File: src/rtl/seq_multiplier_pkg.sv
// Shared arithmetic-unit definitions: operation FSM encoding and default operand width.
package seq_multiplier_pkg;

  localparam int ARITH_WIDTH = 32;

  typedef enum logic [1:0] {
    IDLE = 2'd0,
    BUSY = 2'd1,
    DONE = 2'd2
  } state_t;

endpackage

File: src/rtl/seq_multiplier.sv
// Radix-2 shift-add unsigned multiplier: one multiplier bit per clock, WIDTH cycles
// from accept to a one-cycle done pulse; the product holds until the next completion.
module seq_multiplier
  import seq_multiplier_pkg::*;
#(
  parameter int WIDTH = ARITH_WIDTH
) (
  input  logic               clk,
  input  logic               rst,
  input  logic               start,
  input  logic [WIDTH-1:0]   multiplicand,
  input  logic [WIDTH-1:0]   multiplier,
  output logic               busy,
  output logic               done,
  output logic [2*WIDTH-1:0] product
);

  localparam int CW = (WIDTH > 1) ? $clog2(WIDTH) : 1;
  localparam logic [CW-1:0] LAST = CW'(WIDTH - 1);

  state_t           state, state_nxt;
  logic [CW-1:0]    count;
  logic [WIDTH-1:0] mcand_r;
  logic [2*WIDTH:0] acc;
  logic [WIDTH:0]   upper;
  logic [2*WIDTH:0] acc_shift;

  // High half accumulates with a WIDTH+1 bit adder so the carry survives the shift.
  always_comb begin
    upper     = acc[0] ? (acc[2*WIDTH:WIDTH] + {1'b0, mcand_r}) : acc[2*WIDTH:WIDTH];
    acc_shift = {upper, acc[WIDTH-1:0]} >> 1;
  end

  always_ff @(posedge clk) begin
    if (rst) state <= IDLE;
    else     state <= state_nxt;
  end

  always_comb begin
    state_nxt = state;
    case (state)
      IDLE:    if (start) state_nxt = BUSY;
      BUSY:    if (count == LAST) state_nxt = DONE;
      DONE:    state_nxt = start ? BUSY : IDLE;
      default: state_nxt = IDLE;
    endcase
  end

  always_ff @(posedge clk) begin
    if (rst) begin
      mcand_r <= '0;
      acc     <= '0;
      count   <= '0;
      product <= '0;
    end else begin
      case (state)
        IDLE, DONE: begin
          if (start) begin
            mcand_r <= multiplicand;
            acc     <= {{(WIDTH+1){1'b0}}, multiplier};
            count   <= '0;
          end
        end
        BUSY: begin
          acc   <= acc_shift;
          count <= count + 1'b1;
          if (count == LAST) product <= acc_shift[2*WIDTH-1:0];
        end
        default: ;
      endcase
    end
  end

  assign busy = (state == BUSY);
  assign done = (state == DONE);

endmodule

File: config.mk
export PLATFORM = sky130hd
export DESIGN_NAME = seq_multiplier
export DESIGN_NICKNAME = d
export VERILOG_FILES = /design/src/rtl/seq_multiplier_pkg.sv /design/src/rtl/seq_multiplier.sv
export SDC_FILE = /design/constraint.sdc
export NUM_CORES = 1
export LEC_CHECK = 0
export CAP_MARGIN = 20
export CORE_MARGIN = 5
export CORE_UTILIZATION = 55
export CTS_CLUSTER_DIAMETER = 200
export DETAILED_ROUTE_END_ITERATION = 10
export PLACE_DENSITY = 0.86
export REMOVE_ABC_BUFFERS = 1
export SLEW_MARGIN = 25
export SYNTH_ARGS = -nofsm -noshare
export SYNTH_HDL_FRONTEND = slang
export SYNTH_SLANG_ARGS = --single-unit
File: constraint.sdc
create_clock -name clk -period 5.05 [get_ports clk]
set_clock_uncertainty 0.1 [all_clocks]
set_input_delay 1.01 -clock clk [delete_from_list [all_inputs] [get_ports clk]]
set_output_delay 1.01 -clock clk [all_outputs]
set_load 0.1 [all_outputs]
=== After elaboration in Yosys (flattened, before gate mapping) ===
Cells that the tools add are included.

* Eq/ne operators: 6
* $add $sub $neg: 2
* Reduce and logical (&&, ||, !) cells: 7
* Mux-type cells: 9

{| class="wikitable"
|+ Operator list
! kind !! count
|-
| 65-bit one-hot mux with 2 select lines || 1
|-
| 65-bit two-way mux || 1
|-
| 33-bit by 32-bit adder with 33-bit output || 1
|-
| 33-bit two-way mux || 1
|-
| 5-bit one-hot mux with 2 select lines || 1
|-
| 2-bit AND reduction || 4
|-
| 2-bit one-hot mux with 3 select lines || 1
|-
| 5-bit by 1-bit adder with 5-bit output (second input constant) || 1
|-
| 5-bit == test (second input constant) || 1
|-
| 5-bit two-way mux || 1
|-
| 2-bit two-way mux || 2
|-
| 2-bit != test (second input constant) || 2
|-
| 2-bit by 1-bit == test with 1-bit output (second input constant) || 1
|-
| 2-bit == test (second input constant) || 1
|-
| 2-bit zero test || 1
|-
| 2-bit by 1-bit != test with 1-bit output (second input constant) || 1
|-
| 2-bit nonzero test || 1
|-
| 2-bit OR reduction || 1
|-
| 1-bit two-way mux || 1
|}

* Register bits: 168
* Logic and storage cells: 29
* Output and inout port bits: 66
* Input port bits: 67

=== Longest topological paths before layout ===
* Depth in word-level cells: 4
* Depth in mapped cells: 11
* Gate-level depth less buffers: 11

=== Worst setup path after synthesis ===
OpenSTA, ideal clock, no wires.

* Kind: reg-to-output
* Start: register state[1]
* End: output port busy
* Path buffers: 2
* Data required time: 3.940 ns
* Slack: 2.035 ns
* Stages on the path, launching flop included: 5
* Arrival time: 1.905 ns
* Cells stage by stage: dfxtp_1 nand2b_1 inv_1 clkbuf_1 clkbuf_1

* Word-level cells in the longest chain between the ends: 1

{| class="wikitable"
|+ RTL lines
! item !! line !! text
|-
| start, declared || seq_multiplier.sv:21 || <nowiki>state_t state, state_nxt;</nowiki>
|-
| start signal, assigned || seq_multiplier.sv:36 || <nowiki>else state <= state_nxt;</nowiki>
|-
| 2-bit by 1-bit == test with 1-bit output || seq_multiplier.sv:74 || <nowiki>assign busy = (state == BUSY);</nowiki>
|-
| end, declared || seq_multiplier.sv:13 || <nowiki>output logic busy,</nowiki>
|}

Every way passes these cells.

=== Worst setup path after layout ===
* Start: register state[0]
* End: output port done

* Word-level cells in the longest chain between the ends: 1

{| class="wikitable"
|+ RTL lines
! item !! line !! text
|-
| 2-bit == test || seq_multiplier.sv:75 || <nowiki>assign done = (state == DONE);</nowiki>
|-
| end, declared || seq_multiplier.sv:14 || <nowiki>output logic done,</nowiki>
|}

Every way passes these cells.

==> impl_metrics.py <==
metrics = {
    "setup_path": {
        "r2r_start": "acc[32]",
        "r2r.worst_path.cells": 11,
        "critPathKind": "reg2out",
        "startpoint": "state[0]",
        "cpPeakStageDelay_ns": 1.17,
        "arrival_ns": 2.14,
        "path_max_fanout": 4,
        "path_cells": "nor2b_1 > clkdlybuf4s50_1",
        "startpoint_type": "flip-flop",
        "end_kind": "output pin",
        "cp_slowest_cell": "clkdlybuf4s50_1",
        "required_ns": 3.94,
    },
    "clock_network": {
        "cts_hold_buf": 0,
        "ctsRootBufferMaster": "clkbuf_16",
        "cts_setup_buffers": 0,
        "htree_levels": 4,
        "clockBufferDepth": 2,
        "cts_resized": 0,
        "clk_pin_slew_ns": 0.06,
        "cts_buffers": 17,
        "insertion_delay_ns": 0.43,
        "tritoncts": "built",
        "clock_sinks": 167,
    },
    "synthesis": {
        "yosysTopAreaCell": "dfxtp_1",
        "synth_ff_type": "dfxtp_1",
        "ys_ff_latch": 167,
        "synth.area.top_cells": "dfxtp_1, nand2_1, a21oi_1",
        "syn_area_per_cell_um2": 8.25,
        "async_flop_share": 0,
        "ys_seq_area_frac": 0.424,
        "synth_top_cell_area_share": 0.424,
        "synthCells": 956,
        "synth_edf_count": 0,
        "netlist_area_um2": 7890,
        "synth.distinct_cells": 59,
        "yosys_warnings": 0,
    },
    "placed_design": {
        "hpwl_um": 13800,
        "globalplace.congestion": 0.937,
        "port_buffers": 132,
    },
    "detailed_routing": {
        "routed_wl_um": 20100,
        "dr.pass1.iters": 7,
        "final_antenna_net_count": 0,
        "via_per_inst": 5.71,
        "via_count": 7105,
        "avgRoutedWirePerCell_um": 16.1,
        "drt_iter0_drc": 465,
        "drc": 0,
    },
    "job": {
        "drv_cap": 0,
    },
    "cells_and_area": {
        "drive_gt1_frac": 0.0686,
        "area.growth.synth_to_final_pct": 25.1,
        "final_common_cell": "nand2_1",
        "diodes": 0,
        "final_core_util": 0.706,
        "nets": 1153,
        "fill_cells": 1097,
        "layout_common_cells": "nand2_1, dfxtp_1, a21oi_1",
    },
    "grt": {
        "grt_max_degree": 57,
        "antenna_found_initial": 0,
        "gr-total-overflow": 0,
        "grt_pass1_wl_um": 33800,
        "grt_use_total": 0.246,
        "grt_pass1_vias": 7113,
    },
    "sta": {
        "finalHoldViolations": 0,
        "max_slew_margin": 0.311,
        "finalSetupViolations": 0,
        "period_minus_slack_ns": 3.25,
        "slew_viol_final": 0,
        "period_share": 0.643,
        "worst_pin_slew_ns": 1.03,
        "rsz0062_at_grt": "no",
        "max_freq_mhz": 308,
    },
    "min_path": {
        "hold_path_depth": 2,
        "min_path_type": "reg2reg",
        "hold_start": "product[5]",
    },
    "floorplanning": {
        "die_w_um": 130,
        "pin_count": 133,
        "dieArea_um2": 16800,
        "core-area_um2": 14000,
        "start_util": 0.564,
        "rows": 43,
        "die_height_um": 130,
    },
    "pwr": {
        "total_power_mw": 2.96,
        "ir_worst_vdd_v": 0.000199,
        "p_leak_nw": 3.72,
        "power-per-cell-area_nw_per_um2": 300,
    },
    "run_status": {
        "status": "finished, final reports clean",
    },
}
==> cells in the mapped netlist (2+ instances only) <==
library cell and n:
a21oi_2 3, a31oi_4 2, xor2_1 11, o211ai_1 3
or3_1 2, and3_1 4, a22oi_1 41, or2_2 2
nand3b_1 6, nand2_1 206, a311oi_2 2, and2_1 2
a21oi_1 131, o21a_1 3, a221oi_1 2, a211o_1 2
buf_1 12, inv_1 7, a21o_1 17, nor3_1 3
a221o_1 2, a31oi_1 6, ha_1 34, clkbuf_1 55
dfxtp_1 167, o21bai_1 4, nand4_1 9, nor2_1 61
xnor2_1 17, mux2_2 6, o21ai_0 35, nor2b_1 10
nand3_1 9, a211oi_1 20, mux2i_1 20, o21ai_1 4
nand2b_1 7, and4_1 2, a311oi_1 7
==> worst paths after layout <==
check / to / slack [ns]
worst max register to register: acc[61] / 2.00
worst max-delay path: done / 1.80
worst min register to register: product[5] / 0.36
worst min-delay path: product[5] / 0.36
==> metal layers <==
metal,wire length [um],up-vias,global-route usage
met3,1350,29,0.0565
li1,-,3553,-
met4,372,0,0.0899
met1,8830,3316,0.311
met5,0,-,0
met2,9530,207,0.413
==> through the flow <==
stage / cells / setup TNS (ns) / cell area, um2 / hold slack, ns / setup slack [ns]
after floorplan: 888 / -4.68 / 7630 / 0.335 / -0.260
after global placement: 1211 / 0 / 9280 / 0.341 / 1.90
after detailed placement: 1211 / 0 / 9280 / 0.345 / 1.86
after CTS: 1243 / 0 / 9860 / 0.355 / 1.78
after global routing: 1244 / 0 / 9870 / 0.368 / 1.75
final: 1244 / 0 / 9870 / 0.355 / 1.80
==> worst max-delay path, delay by kind of cell, from the launching register on <==
family        cells  cell delay [ns]
buf+inv           1             1.17
flops             1             0.36
simple gates      1             0.17
==> registers in the layout, indices dropped and copies added (netlist names) <==
signal   flops
state        2
count        5
acc         64
product     64
mcand_r     32
==> cell type report <==
| type | instances | area, um2 | share of cell area |
|---|---|---|---|
| Tap cell | 180 | 225 | 0.0228 |
| Clock buffer | 20 | 457 | 0.0463 |
| Timing Repair Buffer | 144 | 1410 | 0.143 |
| Sequential cell | 167 | 3340 | 0.339 |
| Multi-Input combinational cell | 714 | 4280 | 0.434 |
| Inverter | 7 | 26.3 | 0.00266 |
| Clock inverter | 12 | 124 | 0.0125 |
==> logic make-up after synthesis <==
| logic type | Yosys count | synth area share |
|---|---|---|
| compound gates | 297 | 0.241 |
| xor+xnor | 28 | 0.0311 |
| fa+ha+maj | 35 | 0.0565 |
| buf+inv | 75 | 0.0362 |
| flops | 167 | 0.424 |
| mux | 27 | 0.0358 |
| simple gates | 327 | 0.175 |
==> power by group <==
group	leakage [nW]	internal, mW	switching [mW]
Sequential	1.36	1.36	0.0318
Clock	0.290	0.752	0.533
Combinational	2.08	0.120	0.164
Total	3.72	2.23	0.730
Power figures use the tool's default switching activity.
